`config.mk`:
```
export PLATFORM = sky130hd
export DESIGN_NAME = quad_decoder
export DESIGN_NICKNAME = d
export VERILOG_FILES = /design/src/rtl/quad_decoder_pkg.sv /design/src/rtl/quad_decoder_sync.sv /design/src/rtl/quad_decoder.sv
export SDC_FILE = /design/constraint.sdc
export NUM_CORES = 1
export LEC_CHECK = 0
export CAP_MARGIN = 10
export CORE_MARGIN = 2
export CORE_UTILIZATION = 49
export CTS_CLUSTER_DIAMETER = 80
export CTS_CLUSTER_SIZE = 16
export DETAILED_ROUTE_END_ITERATION = 8
export GPL_ROUTABILITY_DRIVEN = 0
export HOLD_SLACK_MARGIN = 0.06
export PLACE_DENSITY = 0.85
export SKIP_CTS_REPAIR_TIMING = 1
export SKIP_LAST_GASP = 1
export SLEW_MARGIN = 20
export SYNTH_ARGS = -nofsm -noshare
export SYNTH_HDL_FRONTEND = slang
export SYNTH_SLANG_ARGS = --single-unit
```
`constraint.sdc`:
```
create_clock -name clk -period 2.9 [get_ports clk]
set_input_delay 0.58 -clock clk [delete_from_list [all_inputs] [get_ports clk]]
set_output_delay 0.58 -clock clk [all_outputs]
set_load 0.02 [all_outputs]
```
`src/rtl/quad_decoder_pkg.sv`:
```
// Shared types and helpers for the quadrature decoder.
//
// Contents:
//   qd_state_e  - decoder FSM state (INIT while the input pipeline fills, RUN afterwards)
//   quad_t      - sampled {a,b} pair, a in bit 1
//   step_dec_t  - classification of one {a,b} sample-to-sample transition
//   step_dec()  - classifies prev -> cur as a legal step (with direction), no move, or illegal
//   FILTER_ON   - build-time switch for the input glitch filter, set by macro QUAD_FILTER_EN
package quad_decoder_pkg;

    typedef enum logic {
        INIT = 1'b0,
        RUN  = 1'b1
    } qd_state_e;

    typedef logic [1:0] quad_t;

    typedef struct packed {
        logic valid;    // a legal single-bit Gray step occurred
        logic up;       // direction of that step: 1 = forward
        logic illegal;  // both bits changed in one sample
    } step_dec_t;

`ifdef QUAD_FILTER_EN
    localparam bit FILTER_ON = 1'b1;
`else
    localparam bit FILTER_ON = 1'b0;
`endif

    // Converting the Gray pair to a 2-bit position turns direction into a
    // modulo-4 difference: +1 forward, -1 (3) reverse, 2 means both bits flipped.
    function automatic step_dec_t step_dec(input quad_t prev, input quad_t cur);
        step_dec_t  res;
        logic [1:0] prev_pos;
        logic [1:0] cur_pos;
        logic [1:0] delta;
        prev_pos = {prev[1], prev[1] ^ prev[0]};
        cur_pos  = {cur[1],  cur[1]  ^ cur[0]};
        delta    = cur_pos - prev_pos;
        res      = '{valid: 1'b0, up: 1'b0, illegal: 1'b0};
        case (delta)
            2'd1:    res = '{valid: 1'b1, up: 1'b1, illegal: 1'b0};
            2'd3:    res = '{valid: 1'b1, up: 1'b0, illegal: 1'b0};
            2'd2:    res = '{valid: 1'b0, up: 1'b0, illegal: 1'b1};
            default: res = '{valid: 1'b0, up: 1'b0, illegal: 1'b0};
        endcase
        return res;
    endfunction

endpackage

```
`src/rtl/quad_decoder_sync.sv`:
```
// One encoder channel: multi-flop synchronizer followed by an optional
// stability filter (enabled when macro QUAD_FILTER_EN is defined).
//
// Ports:
//   clk  in   system clock, rising edge
//   rst  in   synchronous active-high reset (all flops to 0)
//   d_i  in   asynchronous encoder pin
//   q_o  out  synchronized (and, if enabled, filtered) level
module quad_decoder_sync
    import quad_decoder_pkg::*;
#(
    parameter int SYNC_STAGES = 2,
    parameter int FILT_LEN    = 4
) (
    input  logic clk,
    input  logic rst,
    input  logic d_i,
    output logic q_o
);

    logic [SYNC_STAGES-1:0] sync_q;

    // Synchronizer shift chain; the last stage is the first usable sample.
    always_ff @(posedge clk) begin
        if (rst) begin
            sync_q <= '0;
        end else begin
            sync_q <= {sync_q[SYNC_STAGES-2:0], d_i};
        end
    end

    if (FILTER_ON) begin : g_filt
        localparam int FCW = (FILT_LEN > 1) ? $clog2(FILT_LEN) : 1;

        logic [FCW-1:0] cnt_q;
        logic [FCW-1:0] cnt_d;
        logic           filt_q;
        logic           filt_d;

        // Counts consecutive samples that disagree with the filtered level;
        // the level flips only after FILT_LEN of them in a row.
        always_comb begin
            filt_d = filt_q;
            cnt_d  = cnt_q;
            if (sync_q[SYNC_STAGES-1] == filt_q) begin
                cnt_d = '0;
            end else if (cnt_q == FCW'(FILT_LEN - 1)) begin
                filt_d = sync_q[SYNC_STAGES-1];
                cnt_d  = '0;
            end else begin
                cnt_d = cnt_q + FCW'(1);
            end
        end

        // Filter state register.
        always_ff @(posedge clk) begin
            if (rst) begin
                filt_q <= 1'b0;
                cnt_q  <= '0;
            end else begin
                filt_q <= filt_d;
                cnt_q  <= cnt_d;
            end
        end

        assign q_o = filt_q;
    end else begin : g_direct
        assign q_o = sync_q[SYNC_STAGES-1];
    end

endmodule

```
`src/rtl/quad_decoder.sv`:
```
// Quadrature (Gray-coded) rotary encoder decoder with signed position count.
// Optional glitch filter on both channels: define macro QUAD_FILTER_EN.
//
// Ports:
//   clk      in   system clock, rising edge
//   rst      in   synchronous active-high reset
//   a_in     in   encoder channel A (asynchronous)
//   b_in     in   encoder channel B (asynchronous)
//   en       in   1 = decode and count, 0 = only track the inputs
//   clr      in   synchronous clear of count (wins over a coincident step)
//   err_clr  in   clears the sticky error (loses to a coincident illegal move)
//   count    out  signed position, wraps modulo 2^CNT_W
//   dir      out  direction of the last legal step, 1 = forward
//   step     out  one-cycle pulse per legal step
//   err      out  sticky illegal-transition flag
module quad_decoder
    import quad_decoder_pkg::*;
#(
    parameter int CNT_W       = 16,
    parameter int SYNC_STAGES = 2,
    parameter int FILT_LEN    = 4
) (
    input  logic                    clk,
    input  logic                    rst,
    input  logic                    a_in,
    input  logic                    b_in,
    input  logic                    en,
    input  logic                    clr,
    input  logic                    err_clr,
    output logic signed [CNT_W-1:0] count,
    output logic                    dir,
    output logic                    step,
    output logic                    err
);

    // INIT covers the whole input pipeline so the first decoded sample is real data.
    localparam int FILT_CYC = FILTER_ON ? FILT_LEN : 0;
    localparam int INIT_LEN = SYNC_STAGES + FILT_CYC + 1;
    localparam int ICW      = $clog2(INIT_LEN);

    logic                    a_sync_s;
    logic                    b_sync_s;
    quad_t                   cur_s;
    step_dec_t               dec_s;
    logic                    init_last_s;
    logic                    err_set_s;
    logic [CNT_W-1:0]        count_nxt_s;

    qd_state_e               state_q;
    qd_state_e               state_d;
    logic [ICW-1:0]          init_cnt_q;
    logic [ICW-1:0]          init_cnt_d;
    quad_t                   prev_q;
    quad_t                   prev_d;
    logic signed [CNT_W-1:0] count_q;
    logic signed [CNT_W-1:0] count_d;
    logic                    dir_q;
    logic                    dir_d;
    logic                    step_q;
    logic                    step_d;
    logic                    err_q;
    logic                    err_d;

    quad_decoder_sync #(
        .SYNC_STAGES (SYNC_STAGES),
        .FILT_LEN    (FILT_LEN)
    ) u_sync_a (
        .clk (clk),
        .rst (rst),
        .d_i (a_in),
        .q_o (a_sync_s)
    );

    quad_decoder_sync #(
        .SYNC_STAGES (SYNC_STAGES),
        .FILT_LEN    (FILT_LEN)
    ) u_sync_b (
        .clk (clk),
        .rst (rst),
        .d_i (b_in),
        .q_o (b_sync_s)
    );

    assign cur_s       = {a_sync_s, b_sync_s};
    assign dec_s       = step_dec(prev_q, cur_s);
    assign init_last_s = (state_q == INIT) && (init_cnt_q == ICW'(INIT_LEN - 1));

    // FSM state and INIT cycle counter.
    always_ff @(posedge clk) begin
        if (rst) begin
            state_q    <= INIT;
            init_cnt_q <= '0;
        end else begin
            state_q    <= state_d;
            init_cnt_q <= init_cnt_d;
        end
    end

    // FSM next state: leave INIT after its last cycle, then stay in RUN.
    always_comb begin
        state_d    = state_q;
        init_cnt_d = init_cnt_q;
        case (state_q)
            INIT: begin
                if (init_last_s) begin
                    state_d    = RUN;
                    init_cnt_d = '0;
                end else begin
                    state_d    = INIT;
                    init_cnt_d = init_cnt_q + ICW'(1);
                end
            end
            RUN: begin
                state_d    = RUN;
                init_cnt_d = '0;
            end
            default: begin
                state_d    = INIT;
                init_cnt_d = '0;
            end
        endcase
    end

    // Datapath next values: prev tracking, step decode, count, dir and error flag.
    always_comb begin
        prev_d      = prev_q;
        count_nxt_s = count_q;
        dir_d       = dir_q;
        step_d      = 1'b0;
        err_set_s   = 1'b0;
        case (state_q)
            INIT: begin
                if (init_last_s) begin
                    prev_d = cur_s;
                end else begin
                    prev_d = prev_q;
                end
            end
            RUN: begin
                // prev follows the input even when disabled, so re-enabling never
                // sees a stale transition.
                prev_d = cur_s;
                if (en && dec_s.valid) begin
                    step_d = 1'b1;
                    dir_d  = dec_s.up;
                    if (dec_s.up) begin
                        count_nxt_s = count_q + CNT_W'(1);
                    end else begin
                        count_nxt_s = count_q - CNT_W'(1);
                    end
                end else if (en && dec_s.illegal) begin
                    err_set_s = 1'b1;
                end else begin
                    step_d = 1'b0;
                end
            end
            default: begin
                prev_d = prev_q;
            end
        endcase
        count_d = clr ? '0 : count_nxt_s;
        err_d   = err_set_s ? 1'b1 : (err_clr ? 1'b0 : err_q);
    end

    // Datapath registers; all outputs come straight from these flops.
    always_ff @(posedge clk) begin
        if (rst) begin
            prev_q  <= 2'b00;
            count_q <= '0;
            dir_q   <= 1'b0;
            step_q  <= 1'b0;
            err_q   <= 1'b0;
        end else begin
            prev_q  <= prev_d;
            count_q <= count_d;
            dir_q   <= dir_d;
            step_q  <= step_d;
            err_q   <= err_d;
        end
    end

    assign count = count_q;
    assign dir   = dir_q;
    assign step  = step_q;
    assign err   = err_q;

endmodule

```
==> impl_results.rst <==
.. list-table::
   :header-rows: 1

   * - Metric
     - Value
   * - Number of standard cells after synthesis
     - 217
   * - Period minus WS final
     - 2.95 ns
   * - Count of inserted antenna diode cells
     - 0
   * - IO Count
     - 26
   * - Starting utilization of the core area
     - 0.520
   * - TritonRoute pass-1 iters
     - 5
   * - DRC violation total after the first TritonRoute iteration
     - 92
   * - Nets in the synthesized netlist
     - 242
   * - Post-synth EDFFs
     - 0
   * - Pins over their slew limit
     - 0
   * - Core area
     - 3420 um2
   * - Data arrival time of the worst path
     - 3.23 ns
   * - Ratio of routed vias to standard cells
     - 5.58
   * - Post-synthesis mux area share
     - 0.0226
   * - Final period util
     - 1.02
   * - GRT met3 Usage
     - 0.0229
   * - Flip-flop and latch count after synthesis
     - 28
   * - Maximum VDD drop
     - 0.000325 V
   * - Required time worst endpoint
     - 3.18 ns
   * - Violated checks
     - setup timing
   * - List of most frequent post-synthesis cells
     - sky130_fd_sc_hd__nand2_1, sky130_fd_sc_hd__dfxtp_1, sky130_fd_sc_hd__a21oi_1
   * - GR Util met1
     - 0.261
   * - Fraction of post-synthesis cell area in the top cell type by area
     - 0.316
   * - Path type of the worst min-delay path
     - reg2reg
   * - Die height
     - 64.2 um
   * - Power density of the placed cells
     - 503 nW/um2
   * - Compound-cell area share of the yosys netlist
     - 0.221
   * - Normalized max-slew margin
     - 0.754
   * - Worst path setup slack after routing
     - -0.0522 ns
   * - RSZ-0062 raised after global routing
     - yes
   * - Antenna violations before repair
     - 0
   * - Area of the die
     - 4120 um2
   * - Crit end category
     - register
   * - Combinational family with the most area after synthesis
     - simple AND/OR/NAND/NOR gates
   * - Clk pin slew, worst setup/hold paths
     - 0.16 ns
   * - Final clock skew
     - 0.00812 ns
   * - CTS Buf Count
     - 3
   * - Overall via count from detail_route
     - 1718
   * - Final Total Pwr
     - 0.00122 W
   * - Register-to-Register Setup Slack
     - -0.05 ns
   * - Wire length of the first global-routing pass
     - 6760 um
   * - Area share of xor/xnor cells in the synthesized design
     - 0.0395
   * - Global-route layer with the greatest usage
     - met2
   * - Via count of the first global-routing pass
     - 1546
   * - Number of levels in the clock H-tree
     - 1
   * - Synthesized area
     - 1780 um2
   * - Part of the Yosys area used for sequential elements
     - 0.316
   * - Highest clock rate
     - 0.339 GHz
   * - Number of nets in the finished design
     - 288
   * - Crit-path max FO
     - 5
   * - Leakage power
     - 0.957 nW
   * - Startpoint class of the critical path
     - register
   * - Fraction of synthesis flops using an asynchronous set or reset pin
     - 0
   * - Worst-Skew Late Latency
     - 0.33 ns
   * - Aggregate global routing overflow
     - 0
   * - Dominant cells by area after synthesis
     - sky130_fd_sc_hd__dfxtp_1, sky130_fd_sc_hd__ha_1, sky130_fd_sc_hd__nand2_1
   * - Simple-gate area share of the yosys netlist
     - 0.245
   * - Wire per inst
     - 14.1 um
   * - Most numerous cell in the Yosys netlist
     - sky130_fd_sc_hd__nand2_1
   * - Standard-cell row count
     - 21
   * - Relative area change from synthesis to final layout
     - 36.4%
   * - Synth Flop Type
     - sky130_fd_sc_hd__dfxtp_1
   * - Final Routed Wirelength
     - 4350 um
   * - # clock sinks
     - 28
   * - Fillers
     - 257
   * - Setup TNS
     - -0.0761 ns
   * - Hpwl dp
     - 3020 um
   * - Tightest Pin Transition
     - 0.368 ns
   * - Count of unresolved DRC violations after routing
     - 0
   * - Avg Synthesized Cell Area
     - 8.18 um2
   * - Port-buffer cells
     - 25
   * - Final number of setup-violating endpoints
     - 2
   * - Worst setup slack after placement
     - -0.0633 ns
   * - Status
     - finished, violations left
   * - Pin count of the biggest net entering global routing
     - 19
   * - Fraction of final layout cells with drive strength greater than 1
     - 0.229
   * - Die Wd
     - 64.2 um
   * - WS Path Type
     - reg2reg
   * - Post-synth top area cell
     - sky130_fd_sc_hd__dfxtp_1
   * - CTS tree
     - yes
   * - Number of warning messages in the yosys log
     - 0
   * - Count of max-cap constraint violations
     - 0
   * - Adder-cell share of the synthesized area
     - 0.131
   * - Total Routing Usage GR
     - 0.202
   * - Buffers from clock root to sink, at most
     - 2
   * - Met2 layer usage reported by global route
     - 0.362
   * - Post-layout utilization of the core
     - 0.709
   * - Number of endpoints with negative hold slack in the final report
     - 0
   * - Count of different cell masters after synthesis
     - 47
   * - Cell at the root of the clock tree
     - sky130_fd_sc_hd__clkbuf_4
   * - Antenna Nets Post-Route
     - 0
==> cells by family (layout without fill, tap and decap cells) <==
group,after synthesis,in the layout
and+or+nand+nor,88,89
xor gates and xnor gates,8,8
DFF,28,28
muxes,4,4
adders and majority gates,18,18
buffers and inverters,12,56
AOI/OAI and AO/OA,59,59
==> routing by layer <==
layer,part of all wire,vias to the layer above
li1,-,884
met1,0.46,796
met2,0.50,36
met3,0.043,2
met4,0.0053,0
met5,0,-
==> placed cells by master (no fill, tap or decap), types with 2 or more instances in the layout <==
master	n
sky130_fd_sc_hd__buf_4	21
sky130_fd_sc_hd__nor4_1	2
sky130_fd_sc_hd__clkdlybuf4s50_1	25
sky130_fd_sc_hd__a211oi_1	2
sky130_fd_sc_hd__a21oi_2	7
sky130_fd_sc_hd__and3_1	4
sky130_fd_sc_hd__nand3_1	10
sky130_fd_sc_hd__nor3_1	3
sky130_fd_sc_hd__dfxtp_2	4
sky130_fd_sc_hd__o21a_1	3
sky130_fd_sc_hd__nor2b_1	6
sky130_fd_sc_hd__a21oi_1	16
sky130_fd_sc_hd__xnor2_1	4
sky130_fd_sc_hd__nor2_2	2
sky130_fd_sc_hd__ha_1	11
sky130_fd_sc_hd__clkbuf_4	3
sky130_fd_sc_hd__nand4b_1	2
sky130_fd_sc_hd__ha_2	2
sky130_fd_sc_hd__inv_1	5
sky130_fd_sc_hd__ha_4	4
sky130_fd_sc_hd__or2_2	3
sky130_fd_sc_hd__nand2_1	29
sky130_fd_sc_hd__xnor2_2	3
sky130_fd_sc_hd__dfxtp_1	24
sky130_fd_sc_hd__a21o_1	3
sky130_fd_sc_hd__a211o_1	3
sky130_fd_sc_hd__nand4_1	3
sky130_fd_sc_hd__nor4b_1	2
sky130_fd_sc_hd__or3_1	2
sky130_fd_sc_hd__o21ai_0	8
sky130_fd_sc_hd__nor2_1	14
sky130_fd_sc_hd__mux2i_1	4
sky130_fd_sc_hd__o21bai_1	2
==> path summary, 6_finish.rpt <==
path,cells after the start,end,startpoint
hold / removal,1,init_cnt_q[0],init_cnt_q[0]
setup reg to reg,13,count[12],u_sync_a.sync_q[1]
setup / recovery,13,count[12],u_sync_a.sync_q[1]
hold reg to reg,1,init_cnt_q[0],init_cnt_q[0]
==> report_power, final <==
| group | internal, W | switching [W] | total [W] | leakage [nW] |
|---|---|---|---|---|
| registers | 0.000412 | 0.0000181 | 0.000430 | 0.229 |
| clock network | 0.000140 | 0.000118 | 0.000257 | 0.0279 |
| logic | 0.000242 | 0.000289 | 0.000531 | 0.700 |
==> metrics by stage <==
step / instance area, um2 / instances / hold slack, ns
2_1_floorplan: 1780 / 217 / 0.401
3_3_place_gp: 2210 / 301 / 0.412
3_5_place_dp: 2210 / 301 / 0.413
4_1_cts: 2260 / 305 / 0.433
5_1_grt: 2420 / 308 / 0.461
6_report: 2420 / 308 / 0.428
==> critical path, stage by stage (launching register included) <==
cell and delay (ns):
sky130_fd_sc_hd__dfxtp_2 0.37, sky130_fd_sc_hd__xnor2_2 0.14, sky130_fd_sc_hd__ha_2 0.20, sky130_fd_sc_hd__xnor2_2 0.14, sky130_fd_sc_hd__xnor2_2 0.21, sky130_fd_sc_hd__or2_4 0.20
sky130_fd_sc_hd__inv_2 0.05, sky130_fd_sc_hd__fa_2 0.33, sky130_fd_sc_hd__and2b_1 0.23, sky130_fd_sc_hd__o2111ai_2 0.16, sky130_fd_sc_hd__a21oi_2 0.25, sky130_fd_sc_hd__o211ai_1 0.13
sky130_fd_sc_hd__or4_1 0.40, sky130_fd_sc_hd__nand4_1 0.09
==> flip-flops by register name (all words and copies together), names as in the netlist <==
| signal | flops |
|---|---|
| count | 16 |
| init_cnt_q | 2 |
| prev_q | 2 |
| u_sync_a.sync_q | 2 |
| u_sync_b.sync_q | 2 |
| dir | 1 |
| err | 1 |
| state_q | 1 |
| step | 1 |
==> layout make-up <==
type                    count  area, um2  area share
flip-flops and latches     28        566       0.234
well taps                  46       57.6      0.0238
clock buffers               3       22.5     0.00930
clock inverters             1       30.0      0.0124
multi-input cells         178       1320       0.543
inverters                   6       22.5     0.00930
repair buffers             46        408       0.168
No activity file was read; power rests on OpenSTA's default activity.
